File: src/rtl/feature_read_ctrl_pkg.sv
// Shared constants and types for the feature-map read path.
// Used by the feature FIFO, the read controller and the conv engine.
package feature_read_ctrl_pkg;

    localparam int IMG_W  = 27;
    localparam int IMG_H  = 27;
    localparam int DATA_W = 8;
    localparam int CW     = $clog2(IMG_W);
    localparam int RW     = $clog2(IMG_H);

    typedef enum logic [1:0] {
        IDLE = 2'd0,
        RUN  = 2'd1,
        FIN  = 2'd2
    } state_e;

endpackage

File: src/rtl/feature_read_ctrl_if.sv
// FIFO-side and conv-side stream signals of the feature read controller.
// master: the controller (pops the FIFO, drives the beat stream).
// slave : the environment (FIFO head word and downstream ready).
interface feature_read_ctrl_if;
    import feature_read_ctrl_pkg::*;

    logic              fifo_valid;
    logic [DATA_W-1:0] fifo_data;
    logic              fifo_rd_en;

    logic              m_valid;
    logic              m_ready;
    logic [DATA_W-1:0] m_data;
    logic [CW-1:0]     m_col;
    logic [RW-1:0]     m_row;
    logic              m_eol;
    logic              m_last;

    modport master (
        input  fifo_valid, fifo_data, m_ready,
        output fifo_rd_en, m_valid, m_data, m_col, m_row, m_eol, m_last
    );

    modport slave (
        output fifo_valid, fifo_data, m_ready,
        input  fifo_rd_en, m_valid, m_data, m_col, m_row, m_eol, m_last
    );

endinterface

File: src/rtl/feature_read_ctrl_raster_counter.sv
// Raster-order column/row counter. Column wraps at W-1 and bumps the row;
// the row wraps only after the last position of the frame.
module raster_counter #(
    parameter int W = 27,
    parameter int H = 27,
    localparam int CW = $clog2(W),
    localparam int RW = $clog2(H)
) (
    input  logic          clk,
    input  logic          rst,
    input  logic          clr_i,
    input  logic          inc_i,
    output logic [CW-1:0] col_o,
    output logic [RW-1:0] row_o,
    output logic          eol_o,
    output logic          last_o
);

    logic [CW-1:0] col_q;
    logic [RW-1:0] row_q;

    assign eol_o  = (col_q == CW'(W - 1));
    assign last_o = eol_o && (row_q == RW'(H - 1));
    assign col_o  = col_q;
    assign row_o  = row_q;

    // Advance one raster position per increment; clear takes priority.
    always_ff @(posedge clk) begin
        if (rst || clr_i) begin
            col_q <= '0;
            row_q <= '0;
        end else if (inc_i) begin
            if (eol_o) begin
                col_q <= '0;
                row_q <= last_o ? '0 : row_q + 1'b1;
            end else begin
                col_q <= col_q + 1'b1;
            end
        end
    end

endmodule

File: src/rtl/feature_read_ctrl.sv
// Reads one full IMG_W x IMG_H frame from the FWFT feature FIFO into the
// conv datapath, tagging each beat with row/col, end-of-row and end-of-frame.
//
//   state | meaning
//   IDLE  | waiting for start
//   RUN   | popping FIFO and presenting beats downstream
//   FIN   | last beat accepted; done pulses for this one cycle
module feature_read_ctrl
    import feature_read_ctrl_pkg::*;
(
    input  logic                clk,
    input  logic                rst,
    input  logic                start_i,
    output logic                busy_o,
    output logic                done_o,
    feature_read_ctrl_if.master bus
);

    state_e            state_q;
    logic              busy_q;
    logic              done_q;
    logic              all_popped_q;

    logic              m_valid_q;
    logic [DATA_W-1:0] m_data_q;
    logic [CW-1:0]     m_col_q;
    logic [RW-1:0]     m_row_q;
    logic              m_eol_q;
    logic              m_last_q;

    logic              load;
    logic              accept;
    logic              clr;
    logic [CW-1:0]     cnt_col;
    logic [RW-1:0]     cnt_row;
    logic              cnt_eol;
    logic              cnt_last;

    // A pop needs a head word, frame budget left, and room in the output
    // register (empty, or being drained this same cycle). Reset blocks pops
    // immediately so an abandoned frame never consumes another word.
    assign load   = !rst && (state_q == RUN) && bus.fifo_valid && !all_popped_q
                    && (!m_valid_q || bus.m_ready);
    assign accept = m_valid_q && bus.m_ready;
    assign clr    = (state_q == IDLE) && start_i;

    raster_counter #(
        .W (IMG_W),
        .H (IMG_H)
    ) u_raster (
        .clk    (clk),
        .rst    (rst),
        .clr_i  (clr),
        .inc_i  (load),
        .col_o  (cnt_col),
        .row_o  (cnt_row),
        .eol_o  (cnt_eol),
        .last_o (cnt_last)
    );

    // Frame sequencing with registered busy/done.
    always_ff @(posedge clk) begin
        if (rst) begin
            state_q <= IDLE;
            busy_q  <= 1'b0;
            done_q  <= 1'b0;
        end else begin
            case (state_q)
                IDLE: begin
                    done_q <= 1'b0;
                    if (start_i) begin
                        state_q <= RUN;
                        busy_q  <= 1'b1;
                    end
                end
                RUN: begin
                    if (accept && m_last_q) begin
                        state_q <= FIN;
                        busy_q  <= 1'b0;
                        done_q  <= 1'b1;
                    end
                end
                FIN: begin
                    state_q <= IDLE;
                    done_q  <= 1'b0;
                end
                default: begin
                    state_q <= IDLE;
                    busy_q  <= 1'b0;
                    done_q  <= 1'b0;
                end
            endcase
        end
    end

    // Output beat register: load on pop, drop valid when drained without refill.
    always_ff @(posedge clk) begin
        if (rst) begin
            m_valid_q    <= 1'b0;
            m_data_q     <= '0;
            m_col_q      <= '0;
            m_row_q      <= '0;
            m_eol_q      <= 1'b0;
            m_last_q     <= 1'b0;
            all_popped_q <= 1'b0;
        end else begin
            if (clr) begin
                all_popped_q <= 1'b0;
            end
            if (load) begin
                m_valid_q <= 1'b1;
                m_data_q  <= bus.fifo_data;
                m_col_q   <= cnt_col;
                m_row_q   <= cnt_row;
                m_eol_q   <= cnt_eol;
                m_last_q  <= cnt_last;
                if (cnt_last) begin
                    all_popped_q <= 1'b1;
                end
            end else if (accept) begin
                m_valid_q <= 1'b0;
            end
        end
    end

    assign bus.fifo_rd_en = load;
    assign bus.m_valid    = m_valid_q;
    assign bus.m_data     = m_data_q;
    assign bus.m_col      = m_col_q;
    assign bus.m_row      = m_row_q;
    assign bus.m_eol      = m_eol_q;
    assign bus.m_last     = m_last_q;
    assign busy_o         = busy_q;
    assign done_o         = done_q;

endmodule

File: src/flat_wrapper.sv
// flat-port wrapper written by rule: the top's interface ports become plain ports
module feature_read_ctrl_flat import feature_read_ctrl_pkg::*;
  (clk, rst, start_i, busy_o, done_o, bus_fifo_valid, bus_fifo_data, bus_m_ready, bus_fifo_rd_en, bus_m_valid, bus_m_data, bus_m_col, bus_m_row, bus_m_eol, bus_m_last);
  feature_read_ctrl_if bus_i ();
  input  logic clk;
  input  logic rst;
  input  logic start_i;
  output logic busy_o;
  output logic done_o;
  input wire logic [$bits(bus_i.fifo_valid)-1:0] bus_fifo_valid;
  input wire logic [$bits(bus_i.fifo_data)-1:0] bus_fifo_data;
  input wire logic [$bits(bus_i.m_ready)-1:0] bus_m_ready;
  output wire logic [$bits(bus_i.fifo_rd_en)-1:0] bus_fifo_rd_en;
  output wire logic [$bits(bus_i.m_valid)-1:0] bus_m_valid;
  output wire logic [$bits(bus_i.m_data)-1:0] bus_m_data;
  output wire logic [$bits(bus_i.m_col)-1:0] bus_m_col;
  output wire logic [$bits(bus_i.m_row)-1:0] bus_m_row;
  output wire logic [$bits(bus_i.m_eol)-1:0] bus_m_eol;
  output wire logic [$bits(bus_i.m_last)-1:0] bus_m_last;
  assign bus_i.fifo_valid = bus_fifo_valid;
  assign bus_i.fifo_data = bus_fifo_data;
  assign bus_i.m_ready = bus_m_ready;
  assign bus_fifo_rd_en = bus_i.fifo_rd_en;
  assign bus_m_valid = bus_i.m_valid;
  assign bus_m_data = bus_i.m_data;
  assign bus_m_col = bus_i.m_col;
  assign bus_m_row = bus_i.m_row;
  assign bus_m_eol = bus_i.m_eol;
  assign bus_m_last = bus_i.m_last;
  feature_read_ctrl u_core (.clk(clk), .rst(rst), .start_i(start_i), .busy_o(busy_o), .done_o(done_o), .bus(bus_i));
endmodule
File: config.mk
export PLATFORM = sky130hd
export DESIGN_NAME = feature_read_ctrl_flat
export DESIGN_NICKNAME = d
export VERILOG_FILES = /design/src/rtl/feature_read_ctrl_pkg.sv /design/src/rtl/feature_read_ctrl_if.sv /design/src/rtl/feature_read_ctrl_raster_counter.sv /design/src/rtl/feature_read_ctrl.sv /design/src/flat_wrapper.sv
export SDC_FILE = /design/constraint.sdc
export NUM_CORES = 1
export LEC_CHECK = 0
export CAP_MARGIN = 10
export CORE_MARGIN = 10
export CORE_UTILIZATION = 48
export CTS_CLUSTER_DIAMETER = 120
export DETAILED_ROUTE_END_ITERATION = 12
export GPL_TIMING_DRIVEN = 0
export PLACE_DENSITY = 0.77
export SETUP_SLACK_MARGIN = 0.4
export SLEW_MARGIN = 25
export SYNTH_ARGS = -nofsm -noshare
export SYNTH_HDL_FRONTEND = slang
export SYNTH_SLANG_ARGS = --single-unit
File: constraint.sdc
create_clock -name clk -period 2.21 [get_ports clk]
set_input_delay 0.5525 -clock clk [delete_from_list [all_inputs] [get_ports clk]]
set_output_delay 0.5525 -clock clk [all_outputs]
set_load 0.03 [all_outputs]
* Word level (Yosys, flattened, before mapping)
Index checks and enable logic that the tools add are counted.
Operators by class: equal/unequal tests 6, reduce and logical (&&, ||, !) cells 19, multiplexer cells 13, $add $sub $neg 2, bitwise operators 2
Operators by type and width (count):
- adder 5 x 1 -> 5 bit, second input constant | 2
- == test 5 bit, second input constant | 2
- 2-to-1 mux 5 bit | 2
- logical AND 1 bit | 8
- 2-to-1 mux 1 bit | 7
- 2-to-1 mux 2 bit | 2
- inequality test 2 bit, second input constant | 2
- one-hot mux 2 bit (2 select lines) | 1
- AND reduction 2 bit | 2
- zero test 1 bit | 3
- one-hot mux 1 bit (3 select lines) | 1
- AND reduction 3 bit | 1
- == test 2 x 1 -> 1 bit, second input constant | 1
- == test 2 bit, second input constant | 1
- zero test 2 bit | 1
- logical OR 1 bit | 2
- NOT 1 bit | 2
- nonzero test 2 bit | 1
- OR reduction 2 bit | 1
Storage, ports and cells: bits of input ports 13, register bits 36, output and inout port bits 24, word-level logic and storage cells 54

* Logic depth before layout (Yosys ltp)
word-level depth 6, mapped depth 7, depth with buffers taken out 6

* Hierarchy
From an unflattened synthesis, not the netlist that was laid out.
Unflattened totals: cells, all modules 154, area, all modules 1619.1 µm²
By module, submodules not included:
- feature_read_ctrl | instances 1, cells an instance 96, seq. area each 520.5 µm², area each 1079.8 µm²
- raster_counter | instances 1, cells an instance 58, seq. area each 200.2 µm², area each 539.3 µm²

* Least setup slack after synthesis
No wires, ideal clock.
path type input -> output, from in rst, to out bus_fifo_rd_en, stages 5, arrival time 1510 ps, path slack 148 ps, cells stage by stage buf_2 > nor3b_4 > nand3_2 > inv_1 > buf_2
On the way: longest elaborated chain between the ends 5
Ends and longest elaborated chain:
- from (decl) | line flat_wrapper.sv:6 | input logic rst;
- zero test 1 bit | line feature_read_ctrl.sv:42 | assign load = !rst && (state_q == RUN) && bus.fifo_valid && !all_popped_q
- logical AND 1 bit (3 in series) | line feature_read_ctrl.sv:42
- logical AND 1 bit | line feature_read_ctrl.sv:43 | && (!m_valid_q || bus.m_ready);
- to (decl) | line flat_wrapper.sv:13 | output wire logic [$bits(bus_i.fifo_rd_en)-1:0] bus_fifo_rd_en;
No other way between the ends.

* Worst setup path after layout
from reg u_core.state_q[1], to out bus_fifo_rd_en
On the way: longest elaborated chain between the ends 5
Ends and longest elaborated chain:
- from (decl) | line feature_read_ctrl.sv:19 | state_e state_q;
- from (signal assigned) | line feature_read_ctrl.sv:64 | state_q <= IDLE;
- from (signal assigned) | line feature_read_ctrl.sv:72 | state_q <= RUN;
- from (signal assigned) | line feature_read_ctrl.sv:78 | state_q <= FIN;
- == test 2 x 1 -> 1 bit | line feature_read_ctrl.sv:42
- logical AND 1 bit (3 in series) | line feature_read_ctrl.sv:42
- logical AND 1 bit | line feature_read_ctrl.sv:43
No other way between the ends.

==> run summary <==
STA
* **RSZ-0062 raised after global routing** true
* **number of max-slew violations in the final report** 0
* **Hold WS** 392 ps
* **summed negative setup slack over all endpoints** 0 ps
* **Period Utilization, post-route** 87.6%
* **final-report hold violation count** 0
* **Worst Tran Pin Value** 429 ps
* **final setup skew** 8.35 ps
* **setup ws final** 274 ps
* **normalized max-slew margin** 71.4%
* **maximum clock frequency** 0.517 GHz
* **Period minus WS final** 1940 ps
* **Final setup violation count** 0

Synth
* **post-synthesis cell type count** 33
* **post-synthesis cell area** 1480 µm²
* **share of the synthesized area in the top cell type** 48.9%
* **Avg Synthesized Cell Area** 8.38 µm²
* **cell accounting for the most synthesized area** sky130_fd_sc_hd__dfxtp_1
* **Mapped Cells** 176
* **top flip-flop cell by instance count after synthesis** sky130_fd_sc_hd__dfxtp_1
* **Synth warnings** 0
* **top cells by area in the synthesized netlist** sky130_fd_sc_hd__dfxtp_1 49%, sky130_fd_sc_hd__nand2_1 12%, sky130_fd_sc_hd__a21oi_1 9.8%
* **sequential area share after synthesis** 48.9%
* **number of flops mapped to enable cells by yosys** 0
* **Post-Synthesis Net Count** 193
* **Synth async-reset ratio** 0%
* **number of register bits inferred by synthesis** 36

Power
* **total power after layout** 1.13 mW
* **largest voltage drop on the vdd net** 0.000388 V
* **power per cell area** 563 nW/µm²
* **Pleak** 0.816 nW

Final layout
* **layout cell share with drive strength beyond 1** 14.5%
* **area overhead of the layout relative to synthesis** 36.3%
* **top library cells by usage in the layout, fill and taps aside** 47 x sky130_fd_sc_hd__nand2_1, 32 x sky130_fd_sc_hd__dfxtp_1, 29 x sky130_fd_sc_hd__a21oi_1
* **Antenna diodes** 0
* **most common cell after layout, fill and taps aside** sky130_fd_sc_hd__nand2_1
* **core utilization of the finished layout** 67.0%
* **final net count** 243

Route
* **DR pass1 iterations** 4
* **Final Routed Wirelength** 3.64 mm
* **vias after detailed routing** 1392
* **first-iteration detailed-routing DRC count** 68
* **DRC viols** 0
* **post-detailed-route count of antenna-violating nets** 0
* **Routed wire per std cell** 14.0 µm
* **via density per instance** 5.35

CTS
* **number of sinks handled by clock tree synthesis** 36
* **Inserted Clock Buffers** 5
* **worst skew pair latency** 340 ps
* **TritonCTS clock tree** yes
* **buffer depth of the longest clock path** 2
* **root buf cell** sky130_fd_sc_hd__clkbuf_4
* **H-Tree Level Count** 2
* **clock slew at reported path FFs** 100 ps
* **hold buffer count at cts** 0

Global route
* **largest net degree at the start of global routing** 11
* **wire length of the first global-routing pass** 5.90 mm
* **overall overflow remaining after global route** 0
* **global-route usage over all layers** 13.4%
* **via count of the first global-routing pass** 1331
* **antenna violations before repair** 0

Placed design
* **port bufs** 35
* **post-placement setup slack** -831 ps
* **final RePlAce weighted congestion** 0.841
* **DPL Wire Length** 2.65 mm

Job
* **max cap viols** 0

Outcome
* **status** completed

Hold path
* **HP Class** in -> reg

Setup path
* **startpoint kind of the worst setup timing path** flop
* **largest driver fanout on the critical path** 4
* **arrival time at the worst endpoint** 1380 ps
* **type of the setup path with the least slack** reg -> out
* **kind of capture point of the worst setup path** output pin
* **data required time at the worst endpoint** 1660 ps

Floorplan
* **die span in y** 75.4 µm
* **core area** 3000 µm²
* **overall die area** 5690 µm²
* **Std-Cell Rows** 20
* **initial core utilization** 49.1%
* **Die X-Extent** 75.4 µm
* **count of pins on the block boundary** 37

## logic make-up (layout without fill, tap and decap cells)
logic type               count (synthesis)  count (layout)  synth area share [%]
AND/OR/NAND/NOR                         73              73                  24.5
AO/OA/AOI/OAI                           47              47                  17.9
flip-flops                              36              36                  48.9
buffers and inverters                   16              67                  5.34
adder cells (fa/ha/maj)                  4               4                  3.39
## metal layers
metal	wire length [µm]	GRT usage, %	up-vias
met5	0	0	-
met4	51	5.77	0
met3	435	7.42	7
met2	1690	22.1	48
met1	1470	13.7	629
li1	-	-	708
## where the power goes
part | switching (mW) | leakage, nW | internal, mW | total (mW)
clock network | 0.205 | 0.0326 | 0.157 | 0.362
logic | 0.0578 | 0.490 | 0.0496 | 0.107
registers | 0.00629 | 0.293 | 0.656 | 0.662
total | 0.269 | 0.816 | 0.863 | 1.13
## area by class of cell
type                            count  area [µm²]
Tap cell                           33        41.3
Clock buffer                        8        58.8
Sequential cell                    36         728
Inverter                            7        28.8
Fill cell                         263         992
Multi-Input combinational cell    124         701
Timing Repair Buffer               43         380
Buffer                              9        72.6
## what timing repair did
| action | in CTS | in global routing |
|---|---|---|
| gates cloned | 0 | 0 |
| endpoints found under the setup margin | 35 | 4 |
| resized for setup | 38 | 7 |
| pin swaps | 1 | 3 |
| endpoints found under the hold margin | 0 | 0 |
| buffers inserted | 5 | 3 |
## state kept, by name, indices dropped and copies added (netlist names), 2 cells and up
name,count
u_core.u_raster.col_o,5
u_core.state_q,2
u_core.bus.m_col,5
u_core.bus.m_data,8
u_core.bus.m_row,5
u_core.u_raster.row_o,5
## critical path, cell delays in order, from the launching register on
cell and delay (ps):
sky130_fd_sc_hd__dfxtp_4 370, sky130_fd_sc_hd__nor3b_4 280, sky130_fd_sc_hd__nand3_4 120, sky130_fd_sc_hd__inv_4 70, sky130_fd_sc_hd__buf_8 90, sky130_fd_sc_hd__buf_6 120
## path summary, 6_finish.rpt
kind	from	to	slack (ps)	cells past startpoint
max reg2reg	u_core.u_raster.col_o[0]	u_core.u_raster.row_o[1]	470	7
min reg2reg	u_core.done_o	u_core.done_o	450	2
max	u_core.state_q[1]	bus_fifo_rd_en	270	5
min	rst	u_core.busy_o	390	2
## through the flow
step | area [µm²] | instances
final | 2010 | 260
after global routing | 2010 | 260
after CTS | 1980 | 257
after detailed placement | 1890 | 244
after global placement | 1890 | 244
after floorplan | 1500 | 176
## synthesized netlist by cell type (2+ instances only)
| cell type | number |
|---|---|
| sky130_fd_sc_hd__ha_1 | 4 |
| sky130_fd_sc_hd__inv_1 | 7 |
| sky130_fd_sc_hd__nand4b_1 | 3 |
| sky130_fd_sc_hd__nor2_1 | 3 |
| sky130_fd_sc_hd__o21ai_0 | 8 |
| sky130_fd_sc_hd__buf_2 | 3 |
| sky130_fd_sc_hd__buf_6 | 2 |
| sky130_fd_sc_hd__dfxtp_1 | 36 |
| sky130_fd_sc_hd__nand2_1 | 47 |
| sky130_fd_sc_hd__nand3_1 | 6 |
| sky130_fd_sc_hd__a21oi_1 | 29 |
| sky130_fd_sc_hd__clkbuf_1 | 4 |
| sky130_fd_sc_hd__or4_1 | 2 |
| sky130_fd_sc_hd__nor2b_1 | 3 |
No activity file was read; power rests on OpenSTA's default activity.
